## config.mk

```make
export PLATFORM = sky130hd
export DESIGN_NAME = button_event_queue
export DESIGN_NICKNAME = d
export VERILOG_FILES = /design/src/rtl/button_event_queue_pkg.sv /design/src/rtl/button_event_queue_debouncer.sv /design/src/rtl/button_event_queue.sv
export SDC_FILE = /design/constraint.sdc
export NUM_CORES = 1
export LEC_CHECK = 0
export ABC_AREA = 1
export CAP_MARGIN = 5
export CORE_UTILIZATION = 47
export DETAILED_ROUTE_END_ITERATION = 10
export GPL_ROUTABILITY_DRIVEN = 0
export PLACE_DENSITY_LB_ADDON = 0.25
export REMOVE_ABC_BUFFERS = 1
export SLEW_MARGIN = 20
export SYNTH_ARGS = -nofsm -noshare
export SYNTH_HDL_FRONTEND = slang
export SYNTH_HIERARCHICAL = 1
export SYNTH_SLANG_ARGS = --single-unit
```

## constraint.sdc

```tcl
create_clock -name clk -period 2.1 [get_ports clk]
set_clock_uncertainty 0.1 [all_clocks]
set_input_delay 0.315 -clock clk [delete_from_list [all_inputs] [get_ports clk]]
set_output_delay 0.315 -clock clk [all_outputs]
set_load 0.01 [all_outputs]
```

## src/rtl/button_event_queue_pkg.sv

```systemverilog
// ---------------------------------------------------------------------------
// button_pkg
// Shared definitions for the button event front end.
//   btn_evt_t      : one queued button event, bit i set = button i pressed
//   BTN_FIFO_ADDR  : MMIO address the CPU loads from to pop one event
//   ptr_width()    : FIFO pointer width, one extra wrap bit above the address
// ---------------------------------------------------------------------------
package button_pkg;

  localparam int BTN_WIDTH = 3;

  localparam logic [31:0] BTN_FIFO_ADDR = 32'h8000_0024;

  typedef logic [BTN_WIDTH-1:0] btn_evt_t;

  // The extra MSB lets full and empty be told apart when the address bits match
  function automatic int ptr_width(input int depth);
    return $clog2(depth) + 1;
  endfunction

endpackage

```

## src/rtl/button_event_queue_debouncer.sv

```systemverilog
// ---------------------------------------------------------------------------
// button_debouncer
// Two-flop synchronizer, shared sample tick and one saturating debounce
// counter per button.  A button reads as pressed once it has been seen high
// on PULSE_CNT_MAX consecutive sample ticks.
// Ports:
//   clk            core clock
//   rst            asynchronous reset, active low
//   buttons_raw    raw asynchronous button pins   [WIDTH]
//   clean_buttons  debounced button levels        [WIDTH]
// ---------------------------------------------------------------------------
module button_debouncer
  import button_pkg::*;
#(
  parameter int SAMPLE_CNT_MAX = 50_000,
  parameter int PULSE_CNT_MAX  = 25,
  parameter int WIDTH          = 3
) (
  input  logic             clk,
  input  logic             rst,
  input  logic [WIDTH-1:0] buttons_raw,
  output logic [WIDTH-1:0] clean_buttons
);

  localparam int SAMPLE_W = (SAMPLE_CNT_MAX > 1) ? $clog2(SAMPLE_CNT_MAX) : 1;
  localparam int PULSE_W  = $clog2(PULSE_CNT_MAX + 1);
  localparam logic [SAMPLE_W-1:0] SAMPLE_LAST = SAMPLE_W'(SAMPLE_CNT_MAX - 1);
  localparam logic [PULSE_W-1:0]  PULSE_TOP   = PULSE_W'(PULSE_CNT_MAX);

  logic [WIDTH-1:0]    sync0;
  logic [WIDTH-1:0]    sync1;
  logic [SAMPLE_W-1:0] sample_cnt;
  logic                tick;
  logic [PULSE_W-1:0]  cnt [WIDTH];

  // Two-stage synchronizer; reset clears it so debounce restarts from zero
  always_ff @(posedge clk or negedge rst) begin
    if (!rst) begin
      sync0 <= '0;
      sync1 <= '0;
    end else begin
      sync0 <= buttons_raw;
      sync1 <= sync0;
    end
  end

  assign tick = (sample_cnt == SAMPLE_LAST);

  // Free-running sample divider, wraps after the tick cycle
  always_ff @(posedge clk or negedge rst) begin
    if (!rst) begin
      sample_cnt <= '0;
    end else if (tick) begin
      sample_cnt <= '0;
    end else begin
      sample_cnt <= sample_cnt + SAMPLE_W'(1);
    end
  end

  // Per-button counters: any low sample clears, high samples count up and hold at the top
  always_ff @(posedge clk or negedge rst) begin
    if (!rst) begin
      for (int i = 0; i < WIDTH; i++) cnt[i] <= '0;
    end else if (tick) begin
      for (int i = 0; i < WIDTH; i++) begin
        if (!sync1[i]) begin
          cnt[i] <= '0;
        end else if (cnt[i] != PULSE_TOP) begin
          cnt[i] <= cnt[i] + PULSE_W'(1);
        end
      end
    end
  end

  // A button is clean-high only while its counter sits at saturation
  always_comb begin
    clean_buttons = '0;
    for (int i = 0; i < WIDTH; i++) clean_buttons[i] = (cnt[i] == PULSE_TOP);
  end

endmodule

```

## src/rtl/button_event_queue.sv

```systemverilog
// ---------------------------------------------------------------------------
// button_event_queue
// Button front end for the CPU's MMIO space: debounces the raw buttons,
// detects debounced rising edges and queues each non-zero edge vector as one
// event in a first-word-fall-through FIFO.  The CPU pops one event per load
// from BTN_FIFO_ADDR.
// Ports:
//   clk            core clock
//   rst            asynchronous reset, active low
//   buttons_raw    raw button pins                         [WIDTH]
//   pop            CPU load of the FIFO address, consumes the head
//   clean_buttons  debounced levels                        [WIDTH]
//   rise_pulse     one-cycle pulse per debounced rising edge [WIDTH]
//   evt_dout       head event, 0 when empty                [WIDTH]
//   evt_valid      FIFO not empty
//   evt_full       FIFO holds FIFO_DEPTH entries
//   ovf_cnt        dropped-event count                     [16]
// Build option:
//   BTN_EVT_OVF_CNT_EN  when defined, ovf_cnt counts dropped pushes
//                       (saturating, cleared only by reset); otherwise it
//                       is tied to 0.
// ---------------------------------------------------------------------------
module button_event_queue
  import button_pkg::*;
#(
  parameter int CLOCK_FREQ     = 50_000_000,
  parameter int SAMPLE_RATE_HZ = 1_000,
  parameter int PULSE_CNT_MAX  = 25,
  parameter int WIDTH          = 3,
  parameter int FIFO_DEPTH     = 8
) (
  input  logic             clk,
  input  logic             rst,
  input  logic [WIDTH-1:0] buttons_raw,
  input  logic             pop,
  output logic [WIDTH-1:0] clean_buttons,
  output logic [WIDTH-1:0] rise_pulse,
  output logic [WIDTH-1:0] evt_dout,
  output logic             evt_valid,
  output logic             evt_full,
  output logic [15:0]      ovf_cnt
);

  localparam int SAMPLE_CNT_MAX = CLOCK_FREQ / SAMPLE_RATE_HZ;
  localparam int PTR_W          = ptr_width(FIFO_DEPTH);
  localparam int ADDR_W         = PTR_W - 1;

  logic [WIDTH-1:0] clean_d1;
  logic [WIDTH-1:0] mem [FIFO_DEPTH];
  logic [PTR_W-1:0] wr_ptr;
  logic [PTR_W-1:0] rd_ptr;
  logic             push;
  logic             do_push;
  logic             do_pop;

  button_debouncer #(
    .SAMPLE_CNT_MAX (SAMPLE_CNT_MAX),
    .PULSE_CNT_MAX  (PULSE_CNT_MAX),
    .WIDTH          (WIDTH)
  ) u_debouncer (
    .clk           (clk),
    .rst           (rst),
    .buttons_raw   (buttons_raw),
    .clean_buttons (clean_buttons)
  );

  // Delayed copy of the clean levels for rising-edge detection
  always_ff @(posedge clk or negedge rst) begin
    if (!rst) begin
      clean_d1 <= '0;
    end else begin
      clean_d1 <= clean_buttons;
    end
  end

  assign rise_pulse = clean_buttons & ~clean_d1;
  assign push       = |rise_pulse;

  assign evt_valid = (wr_ptr != rd_ptr);
  assign evt_full  = (wr_ptr[PTR_W-1] != rd_ptr[PTR_W-1]) &&
                     (wr_ptr[ADDR_W-1:0] == rd_ptr[ADDR_W-1:0]);

  // A pop frees the head slot in the same cycle, so a push into a full FIFO
  // alongside a pop still lands (it overwrites the slot being retired).
  assign do_pop  = pop & evt_valid;
  assign do_push = push & (~evt_full | do_pop);

  assign evt_dout = evt_valid ? mem[rd_ptr[ADDR_W-1:0]] : '0;

  // FIFO storage and pointers; pointers wrap through the extra MSB
  always_ff @(posedge clk or negedge rst) begin
    if (!rst) begin
      wr_ptr <= '0;
      rd_ptr <= '0;
      for (int i = 0; i < FIFO_DEPTH; i++) mem[i] <= '0;
    end else begin
      if (do_push) begin
        mem[wr_ptr[ADDR_W-1:0]] <= rise_pulse;
        wr_ptr                  <= wr_ptr + PTR_W'(1);
      end
      if (do_pop) begin
        rd_ptr <= rd_ptr + PTR_W'(1);
      end
    end
  end

`ifdef BTN_EVT_OVF_CNT_EN
  logic drop;

  assign drop = push & evt_full & ~do_pop;

  // Saturating count of events lost to a full FIFO
  always_ff @(posedge clk or negedge rst) begin
    if (!rst) begin
      ovf_cnt <= '0;
    end else if (drop && (ovf_cnt != 16'hFFFF)) begin
      ovf_cnt <= ovf_cnt + 16'd1;
    end
  end
`else
  assign ovf_cnt = '0;
`endif

endmodule
```

==> qor.txt <==
total number of vias: 3,677
Total Nets Final: 616
Skew-Pair Late Insertion Delay: 330 ps
Final WS setup: 79.5 ps
DPL Wire Length: 6.33 mm
Root Buffer: clkbuf_8
starting density of the core: 49.4%
flip-flop and latch count after synthesis: 72
Crit Path Class: flip-flop to output port
Most Crowded Layer GR: met2
DRT Wirelength: 9.24 mm
Top Ports: 33
clock transition at the registers of the reported paths: 70 ps
FMAX: 0.495 GHz
H-tree depth: 3
Inserted Diodes: 0
total CTS buffers: 9
# DRC: 0
gr usage total: 21.7%
clk buf depth: 2
Routed Antenna Nets: 0
max-slew violations: 0
Die X: 95.6 um
total gr overflow: 0
leakage: 0.00260 uW
antenna violations before repair: 0
YS warnings: 6
Wirelength per Cell: 13.0 um
largest net degree at the start of global routing: 42
status: finished clean
vias in the first global route: 3,495
Detailed Routing Iterations Pass 1: 5
Core Rows: 33
Startpoint Class: flip-flop
Slew @ Worst Pin: 593 ps
normalized max-slew margin: 60.2%
vias per cell: 5.19
Tot Pwr: 3590 uW
CP Data Arrival Time: 1610 ps
synthesized netlist cell count: 535
CTS sink cnt: 72
Worst Path Required: 1680 ps
Setup Viol. Count Final: 0
Inst Count DP: 679
Crit. End Element: output port
CP max FO: 2
RSZ-0062 raised after global routing: yes
power density cells: 716 nW/um^2
CTS tree: built
layout cells sized above 1: 18.2%
dpl ws: -124 ps
fin crit share: 96.2%
max_cap viols: 0
die area: 9150 sq um
fin cells: 709
Mean Syn Cell Area: 7.70 sq um
met2 Usage GRT: 37.9%
M3 GR Usage: 3.91%
total core area: 8340 sq um
Mapped Area: 4120 sq um
Final Hold Vio Count: 0
Yosys cell types: 33
area delta synth->final: 21.7%
Initial DRC Count: 150
Fillers: 742
VDD IR max: 0.375 mV
min Tclk post-route: 2020 ps
Port Buffer Count: 16
height of the die: 95.6 um
Min-Delay Path Class: flip-flop to flip-flop
GR Util met1: 26.2%
setup tns final: 0 ps
sequential area share after synthesis: 43.7%
global-route wire length before repair: 15.4 mm
-- report_power, final --
part	internal (uW)	switching (uW)	leakage, uW
combinational	466	562	0.00154
sequential	1430	44.9	0.000970
clock	599	488	0.0000973
-- sequential cells by signal (all words and copies together), names as in the netlist --
register                count
mem                        24
wr_ptr                      4
u_debouncer/sample_cnt     16
u_debouncer/cnt            15
u_debouncer/sync0           3
clean_d1                    3
u_debouncer/sync1           3
rd_ptr                      4
-- layout by cell type, fill, tap and decap left out, types with 2 or more instances in the layout --
master,count
nand2_1,147
dfrtp_1,72
nor2_1,66
buf_4,46
inv_1,42
nand3_1,41
nand4_1,34
o21ai_0,17
conb_1,16
clkbuf_8,11
nor3_1,9
ha_1,9
xor2_1,8
nand3_2,8
nand2_2,5
a21oi_1,5
buf_6,5
buf_2,5
inv_2,4
nor2_4,4
xnor2_1,4
clkdlybuf4s50_1,4
dlygate4sd2_1,4
buf_12,4
o22ai_1,3
o211ai_1,3
nor3_2,3
nand3b_1,3
or2_4,2
clkinv_1,2
o21ai_1,2
clkbuf_16,2
-- path summary, 6_finish.rpt --
path | start | to | slack [ps] | depth (start not counted)
min in group asynchronous | rst | rd_ptr[2] | 350 | 2
max in group asynchronous | rst | u_debouncer/sample_cnt[4] | 970 | 3
worst max register to register | u_debouncer/cnt[11] | mem[6] | 120 | 12
worst max-delay path | u_debouncer/cnt[1] | rise_pulse[2] | 80 | 8
worst min register to register | u_debouncer/sync0[2] | u_debouncer/sync1[2] | 250 | 0
worst min-delay path | u_debouncer/sync0[2] | u_debouncer/sync1[2] | 250 | 0
-- stage by stage --
stage                     utilization [%]  hold slack [ps]  instance area (sq um)
after CTS                            58.1              251                   4850
after floorplan                         -            -80.6                   3950
after global routing                 60.1              262                   5010
after detailed placement             55.1              185                   4590
final                                60.1              250                   5010
after global placement               55.1              182                   4590
-- synthesized netlist by cell type (all sizes together) --
master  number  share of area, %
a21oi        5              0.61
a31oi        1              0.15
buf         29               5.2
clkbuf       3              0.27
clkinv       2              0.18
conb         1             0.091
dfrtp       72                44
ha           9               2.7
inv         47               4.3
nand2      152                14
nand3       50               6.7
nand3b       4              0.82
nand4       35               5.7
nor2        71               7.1
nor3        13               1.7
o211ai       3              0.55
o21ai       19               2.3
o21bai       1              0.18
o22ai        3              0.46
or2          2              0.30
xnor2        5               1.2
xor2         8               1.7
-- repair_timing --
| item | 4_1_cts | 5_1_grt |
|---|---|---|
| hold endpoints to repair | 31 | 0 |
| resized for setup | 40 | 24 |
| endpoints found under the setup margin | 11 | 25 |
| setup buffers | 5 | 7 |
| cloned | 1 | 2 |
| hold buffers | 1 | 0 |
| pin swaps | 6 | 9 |
-- final cells by class --
cell class	instances	area, sq um	area share, %
multi-input combinational	397	2040	40.7
clock inverter	3	42.5	0.849
inverter	49	189	3.77
tap	105	131	2.62
clock buffer	11	151	3.02
timing repair buffer	72	657	13.1
sequential	72	1800	35.9
-- critical path: stages, from the launching register on --
cell,delay [ps]
dfrtp_1,370
inv_1,60
ha_1,130
nand2_1,70
nor3_2,140
inv_1,50
or2_4,260
clkinv_1,70
buf_2,120
-- metal layers --
layer | share of wire, % | vias up
met2 | 50 | 110
met5 | 0 | -
met4 | 1.8 | 0
met1 | 44 | 1714
li1 | - | 1838
met3 | 4.7 | 15
-- cells by family after synthesis --
family	share of synthesized area, %
flops	43.7
xor+xnor	2.95
fa+ha+maj	2.73
other cells	0.0910
buf+inv	9.90
simple gates	36.3
compound gates	4.25
(Power assumes the default switching activity.)
